## src/rtl/maxnet_loader.sv

```systemverilog
// maxnet_loader: writer side of the Maxnet memory interface.
// Takes a valid/ready word stream and stores N activations (X) followed by
// N*N row-major weights (W). The full set is held stable, with data_valid
// high, until the controller releases it.
// The controller's release input is named release_set because "release"
// is a reserved word in SystemVerilog.
// Optional build macro: MAXNET_LOADER_CHECKSUM_EN. When it is defined, the
// loader takes one extra word after the last weight and compares it with
// the running XOR of the data words. The result drives chk_err.
//
// state | meaning
// IDLE  | empty or released, waiting for the first word of a new set
// LOAD  | part of the set has been accepted
// CHECK | all data stored, waiting for the checksum word (macro builds only)
// FULL  | set complete and held until release_set
module maxnet_loader #(
  parameter int WIDTH = 32,
  parameter int N     = 4
) (
  input  logic                   clk,
  input  logic                   rst,
  input  logic                   in_valid,
  input  logic [WIDTH-1:0]       in_data,
  output logic                   in_ready,
  input  logic                   release_set,
  output logic                   data_valid,
  output logic                   busy,
  output logic [N*WIDTH-1:0]     x_flat,
  output logic [N*N*WIDTH-1:0]   w_flat,
  output logic                   chk_err
);

  localparam int TOTAL = N + N*N;
  localparam int IW    = $clog2(TOTAL + 1);

`ifdef MAXNET_LOADER_CHECKSUM_EN
  typedef enum logic [1:0] {IDLE, LOAD, FULL, CHECK} state_t;
`else
  typedef enum logic [1:0] {IDLE, LOAD, FULL} state_t;
`endif

  state_t           state;
  logic [IW-1:0]    idx;
  logic [WIDTH-1:0] x_mem [N];
  logic [WIDTH-1:0] w_mem [N*N];
  logic             xfer;
  logic             wr_en;
  logic             last_word;

`ifdef MAXNET_LOADER_CHECKSUM_EN
  logic [WIDTH-1:0] csum;
`endif

  // A transfer stores a word only while the index still points at X or W.
  // In CHECK the index has reached TOTAL, so the checksum word is never stored.
  assign xfer      = in_valid && in_ready;
  assign wr_en     = xfer && (idx < IW'(TOTAL));
  assign last_word = (idx == IW'(TOTAL - 1));

  // Sequencing FSM: index counter, running checksum and registered handshake/status outputs
  always_ff @(posedge clk) begin
    if (rst) begin
      state      <= IDLE;
      idx        <= '0;
      in_ready   <= 1'b1;
      busy       <= 1'b0;
      data_valid <= 1'b0;
`ifdef MAXNET_LOADER_CHECKSUM_EN
      csum       <= '0;
      chk_err    <= 1'b0;
`endif
    end else begin
      if (wr_en) begin
        idx <= idx + IW'(1);
      end
`ifdef MAXNET_LOADER_CHECKSUM_EN
      if (wr_en) begin
        csum <= csum ^ in_data;
      end
`endif
      case (state)
        IDLE: begin
          if (xfer) begin
            state <= LOAD;
            busy  <= 1'b1;
          end
        end
        LOAD: begin
          if (xfer && last_word) begin
`ifdef MAXNET_LOADER_CHECKSUM_EN
            state      <= CHECK;
`else
            state      <= FULL;
            in_ready   <= 1'b0;
            busy       <= 1'b0;
            data_valid <= 1'b1;
`endif
          end
        end
`ifdef MAXNET_LOADER_CHECKSUM_EN
        CHECK: begin
          if (xfer) begin
            state      <= FULL;
            in_ready   <= 1'b0;
            busy       <= 1'b0;
            data_valid <= 1'b1;
            chk_err    <= (in_data != csum);
          end
        end
`endif
        FULL: begin
          // in_ready is low here, so a word offered with release is never taken.
          if (release_set) begin
            state      <= IDLE;
            idx        <= '0;
            in_ready   <= 1'b1;
            data_valid <= 1'b0;
`ifdef MAXNET_LOADER_CHECKSUM_EN
            csum       <= '0;
            chk_err    <= 1'b0;
`endif
          end
        end
        default: begin
          state <= IDLE;
        end
      endcase
    end
  end

`ifndef MAXNET_LOADER_CHECKSUM_EN
  assign chk_err = 1'b0;
`endif

  // Register files: the word index selects one X or W entry. Only reset clears the entries.
  always_ff @(posedge clk) begin
    if (rst) begin
      for (int i = 0; i < N; i++) begin
        x_mem[i] <= '0;
      end
      for (int k = 0; k < N*N; k++) begin
        w_mem[k] <= '0;
      end
    end else if (wr_en) begin
      for (int i = 0; i < N; i++) begin
        if (idx == IW'(i)) begin
          x_mem[i] <= in_data;
        end
      end
      for (int k = 0; k < N*N; k++) begin
        if (idx == IW'(N + k)) begin
          w_mem[k] <= in_data;
        end
      end
    end
  end

  for (genvar g = 0; g < N; g++) begin : g_x_flat
    assign x_flat[g*WIDTH +: WIDTH] = x_mem[g];
  end

  for (genvar g = 0; g < N*N; g++) begin : g_w_flat
    assign w_flat[g*WIDTH +: WIDTH] = w_mem[g];
  end

endmodule

```

## config.mk

```make
export PLATFORM = sky130hd
export DESIGN_NAME = maxnet_loader
export DESIGN_NICKNAME = d
export VERILOG_FILES = /design/src/rtl/maxnet_loader.sv
export SDC_FILE = /design/constraint.sdc
export NUM_CORES = 1
export LEC_CHECK = 0
export CORE_AREA = 2 2 264 266
export DETAILED_ROUTE_END_ITERATION = 6
export DIE_AREA = 0 0 266 268
export PLACE_DENSITY = 0.57
export SYNTH_ARGS = -nofsm -noshare
export SYNTH_HDL_FRONTEND = slang
export SYNTH_SLANG_ARGS = --single-unit
```

## constraint.sdc

```tcl
create_clock -name clk -period 3.2 [get_ports clk]
set_input_delay 0.64 -clock clk [delete_from_list [all_inputs] [get_ports clk]]
set_output_delay 0.64 -clock clk [all_outputs]
set_load 0.02 [all_outputs]
```

Word level (Yosys, flattened, before mapping)
Memory sizes are Yosys's and may differ from the RTL's. Cells that the tools add are included.

Bits in registers: 10. Bits in writable memories: 640. Output and inout bits: 644. Memories kept: 2.

Memory list: w_mem (words 16, bits a word 32, read ports 16, clocked after Yosys merged registers in 0, write ports 16, RTL line 45) `logic [WIDTH-1:0] w_mem [N*N];`; x_mem (words 4, bits a word 32, read ports 4, clocked after Yosys merged registers in 0, write ports 4, RTL line 44) `logic [WIDTH-1:0] x_mem [N];`.

Add/subtract/negate cells: 1. Order comparisons: 1. Eq/ne operators: 24. Mux-type cells: 117. Bitwise gates (word level): 20. Reductions and logical operators: 10.

Operators by type and width (number): two-way mux 32 bit (20); two-way mux 1 bit (87); equality test 5 x 4 -> 1 bit, second input constant (8); equality test 5 x 3 -> 1 bit, second input constant (4); equality test 5 bit, second input constant (4); bitwise OR 1 bit (20); two-way mux 5 bit (3); equality test 5 x 2 -> 1 bit, second input constant (2); AND reduction 3 bit (3); two-way mux 2 bit (3); != test 2 bit, second input constant (3); case mux 1 bit (2 select lines) (3); case mux 2 bit (3 select lines) (1); adder 5 x 1 -> 5 bit, second input constant (1); equality test 5 x 1 -> 1 bit, second input constant (1); logical NOT 5 bit (1); < comparator 5 bit, second input constant (1); nonzero test 2 bit (2); logical AND 1 bit (3); equality test 2 x 1 -> 1 bit, second input constant (1); equality test 2 bit, second input constant (1); logical NOT 2 bit (1).

Depth between registers and ports, before layout
Word-level depth: 6. Mapped depth: 7. Gate-level depth less buffers: 5.

Worst setup path before layout
No wires, ideal clock.

Path kind: input port to flip-flop. Start: in in_valid. End: mem w_mem[4][0] (netlist: w_mem[0][128]), enable pin. Setup time: 389 ps. Arrival: 2195 ps. Required time: 2811 ps. Setup slack: 615 ps. Stages on the path: 5. Buffers on the path: 2. Cell sequence: nand3_2 -> or4b_1 -> buf_6 -> buf_8 -> nand2_1.

RTL lines: start: declaration (RTL line 22) `input logic in_valid,`; end: declaration (RTL line 45).

Worst setup path in the final report
Start: reg in_ready. End: out in_ready.

RTL lines: start: declaration (RTL line 24) `output logic in_ready,`; start signal: assignment (RTL line 65) `in_ready <= 1'b1;`; start signal: assignment (RTL line 94) `in_ready <= 1'b0;`; start signal: assignment (RTL line 116) `in_ready <= 1'b1;`.

No word-level cell between the ends.

==> results_dict.tcl <==
set metrics [dict create \
    outcome "completed" \
    hpwlAfterDp_mm 52.75 \
    nNetsFinal 2125 \
    syn_to_final_growth_pct 47.11 \
    power_density_nw_per_um2 608.6 \
    met3_usage_pct 5.113 \
    cts.path.max_buffers 3 \
    hold_path.class "reg -> reg" \
    cts_max_level 3 \
    post_cts_buffers 0 \
    endpoint_kind "primary output" \
    first_pass_iters 5 \
    cts_hold_buffers 0 \
    n_fill_cell 5847 \
    path_max_fanout 9 \
    layout_min_cycle_time_ps 2422 \
    yosys-top-cells-area "edfxtp_1, nor2_1, clkbuf_1" \
    syn_inst 1349 \
    cts_tree "built" \
    die_x_um 266 \
    post_cts_resized 0 \
    drv_slew 0 \
    slew_headroom_pct 63.92 \
    synth_area_sq_um 22420 \
    ff2ff_setup_slack_ps 1050 \
    path_clk_slew_ps 60 \
    grt_max_degree 50 \
    ys_async_sr_fraction_pct 0 \
    r2r-end "w_mem[0][142]" \
    drt-initial-drc-count 1067 \
    worstPathRequired_ps 2560 \
    grt_usage_pct 20.74 \
    arrival_ps 1780 \
    port-buffer-count 678 \
    drive_gt1_share_pct 10.76 \
    ys_seq_area_share_pct 86.61 \
    use_met1_pct 23.69 \
    synth_top_area_share_pct 85.71 \
    power_leakage_uw 0.01185 \
    yosysUniqueCellTypes 38 \
    peakVddDrop_mv 0.3866 \
    synth_nets 1391 \
    placed_cell_area_sq_um 30730 \
    num_rows 96 \
    met2_usage_pct 37.46 \
    syn-mean-instance-area_sq_um 16.62 \
    yosysWarnings 0 \
    cts_buffers 71 \
    cp_slowest_cell "clkdlybuf4s50_1" \
    r2r_cells 6 \
    criticalPathCategory "reg -> out" \
    endpoint "in_ready" \
    ant_nets 0 \
    grt_busiest_layer "met2" \
    ios 680 \
    overflow 0 \
    crit_start "in_ready" \
    die_area_sq_um 71290 \
    root_buffer "clkbuf_16" \
    r2r-start "idx[0]" \
    tightest_slew_ps 541.1 \
    drc 0 \
    antenna_found_initial 0 \
    cp_num_cells 1 \
    clock_skew_ps 12.57 \
    wire_per_inst_um 25.35 \
    finalSetupTns_ps 0 \
    fin_area_sq_um 32980 \
    start_util_pct 32.86 \
    start_kind "flip-flop" \
    cts_num_sinks 650 \
    setup_viol 0 \
    crit_buf_inv 1 \
    clkLatencyLatePin_ps 600 \
    routed_wl_mm 76.57 \
    cap_violations 0 \
    synth_edf_count 640 \
    yosysTopAreaCell "edfxtp_1" \
    fp.dieH_um 268 \
    critPathMaxStageDelay_ps 710 \
    critPathTopFamily "buffers and inverters" \
    via_per_inst 4.657 \
    first_global_vias 13840 \
    coreArea_sq_um 68230 \
    max_clock_freq_mhz 412.8 \
    ys_ff_latch 650 \
    num_vias 14070 \
    total_power_uw 20080 \
    final_hold_viol_count 0 \
    rsz0062_at_grt "false" \
    gp_congestion 0.8774 \
    period_share_pct 75.70 \
    grt_pass1_wl_mm 104.2 \
    synth_top_flop_cell "edfxtp_1" \
    crit_chain "clkdlybuf4s50_1" \
]
==> cells in the mapped netlist, types with 6 or more instances <==
cell type and n:
ha_1 6, nand3_1 11, clkbuf_1 58, edfxtp_1 640, nand2_1 56, buf_2 23, inv_1 38, dfxtp_1 10
nor2_1 423, a21oi_1 6, nor2_2 29
==> worst min path at each step <==
stage	end	depth (start not counted)	from
2_1_floorplan	state[0]	1	state[0]
3_3_place_gp	state[0]	1	state[0]
3_5_place_dp	busy	1	busy
4_1_cts	busy	1	busy
5_1_grt	state[0]	1	state[0]
6_report	busy	1	busy
==> sequential cells by signal, summed over array words and instances, names as in the netlist <==
register / cells
state: 2
busy: 1
in_ready: 1
data_valid: 1
idx: 5
x_mem: 128
w_mem: 512
==> where the power goes <==
group,switching (uW),internal [uW]
Combinational,1340,849
Clock,3330,4610
Sequential,138,9810
Total,4810,15300
==> stage by stage <==
step | hold slack (ps) | utilization (%) | setup WS (ps) | std cells
global route | 554.9 | 48.34 | 705.5 | 3019
floorplan | 473.1 | - | 615.1 | 1349
global placement | 496.1 | 45.04 | 537.8 | 2892
finish | 535.9 | 48.35 | 777.5 | 3020
CTS | 530.9 | 48.34 | 743.9 | 3019
detailed placement | 510.3 | 45.04 | 517.1 | 2892
==> routing by layer <==
layer | up-vias | wire length, um
met5 | - | 0
met4 | 0 | 2498
met3 | 117 | 5489
met2 | 618 | 40690
met1 | 7143 | 27900
li1 | 6187 | -
==> logic make-up (layout without fill, tap and decap cells) <==
family / count (synthesis) / after routing / share of synthesized area [%]
buf+inv: 128 / 916 / 2.573
flops: 650 / 650 / 86.61
other cells: 1 / 2 / 0.01673
simple gates: 540 / 540 / 9.760
fa+ha+maj: 6 / 6 / 0.3348
compound gates: 24 / 24 / 0.7087
==> cell usage in the layout (no fill, tap or decap), types with 3 or more instances in the layout <==
cell / netlist / layout
and2_1: 3 / 3
buf_4: 1 / 54
nor2_2: 29 / 29
buf_12: 0 / 19
nand2_1: 56 / 45
clkbuf_16: 0 / 73
inv_1: 38 / 37
dfxtp_1: 10 / 10
o21ai_0: 4 / 4
a21o_2: 0 / 3
nor2_1: 423 / 423
clkbuf_1: 58 / 13
clkdlybuf4s50_1: 0 / 678
ha_1: 6 / 6
a21oi_1: 6 / 6
bufinv_16: 0 / 5
nand2_2: 0 / 11
edfxtp_1: 640 / 640
nand3_2: 1 / 7
nand3_1: 11 / 5
clkinv_1: 0 / 13
clkinv_2: 0 / 16
==> final cells by class <==
class / count / area [sq um] / area share, %
flip-flops and latches: 650 / 19420 / 58.87
repair buffers: 751 / 7572 / 22.96
multi-input cells: 571 / 2491 / 7.553
clock buffers: 86 / 1876 / 5.686
well taps: 882 / 1104 / 3.346
clock inverters: 41 / 377.9 / 1.146
inverters: 38 / 142.6 / 0.4324
diodes: 1 / 2.502 / 0.007587
(Power assumes the default switching activity.)
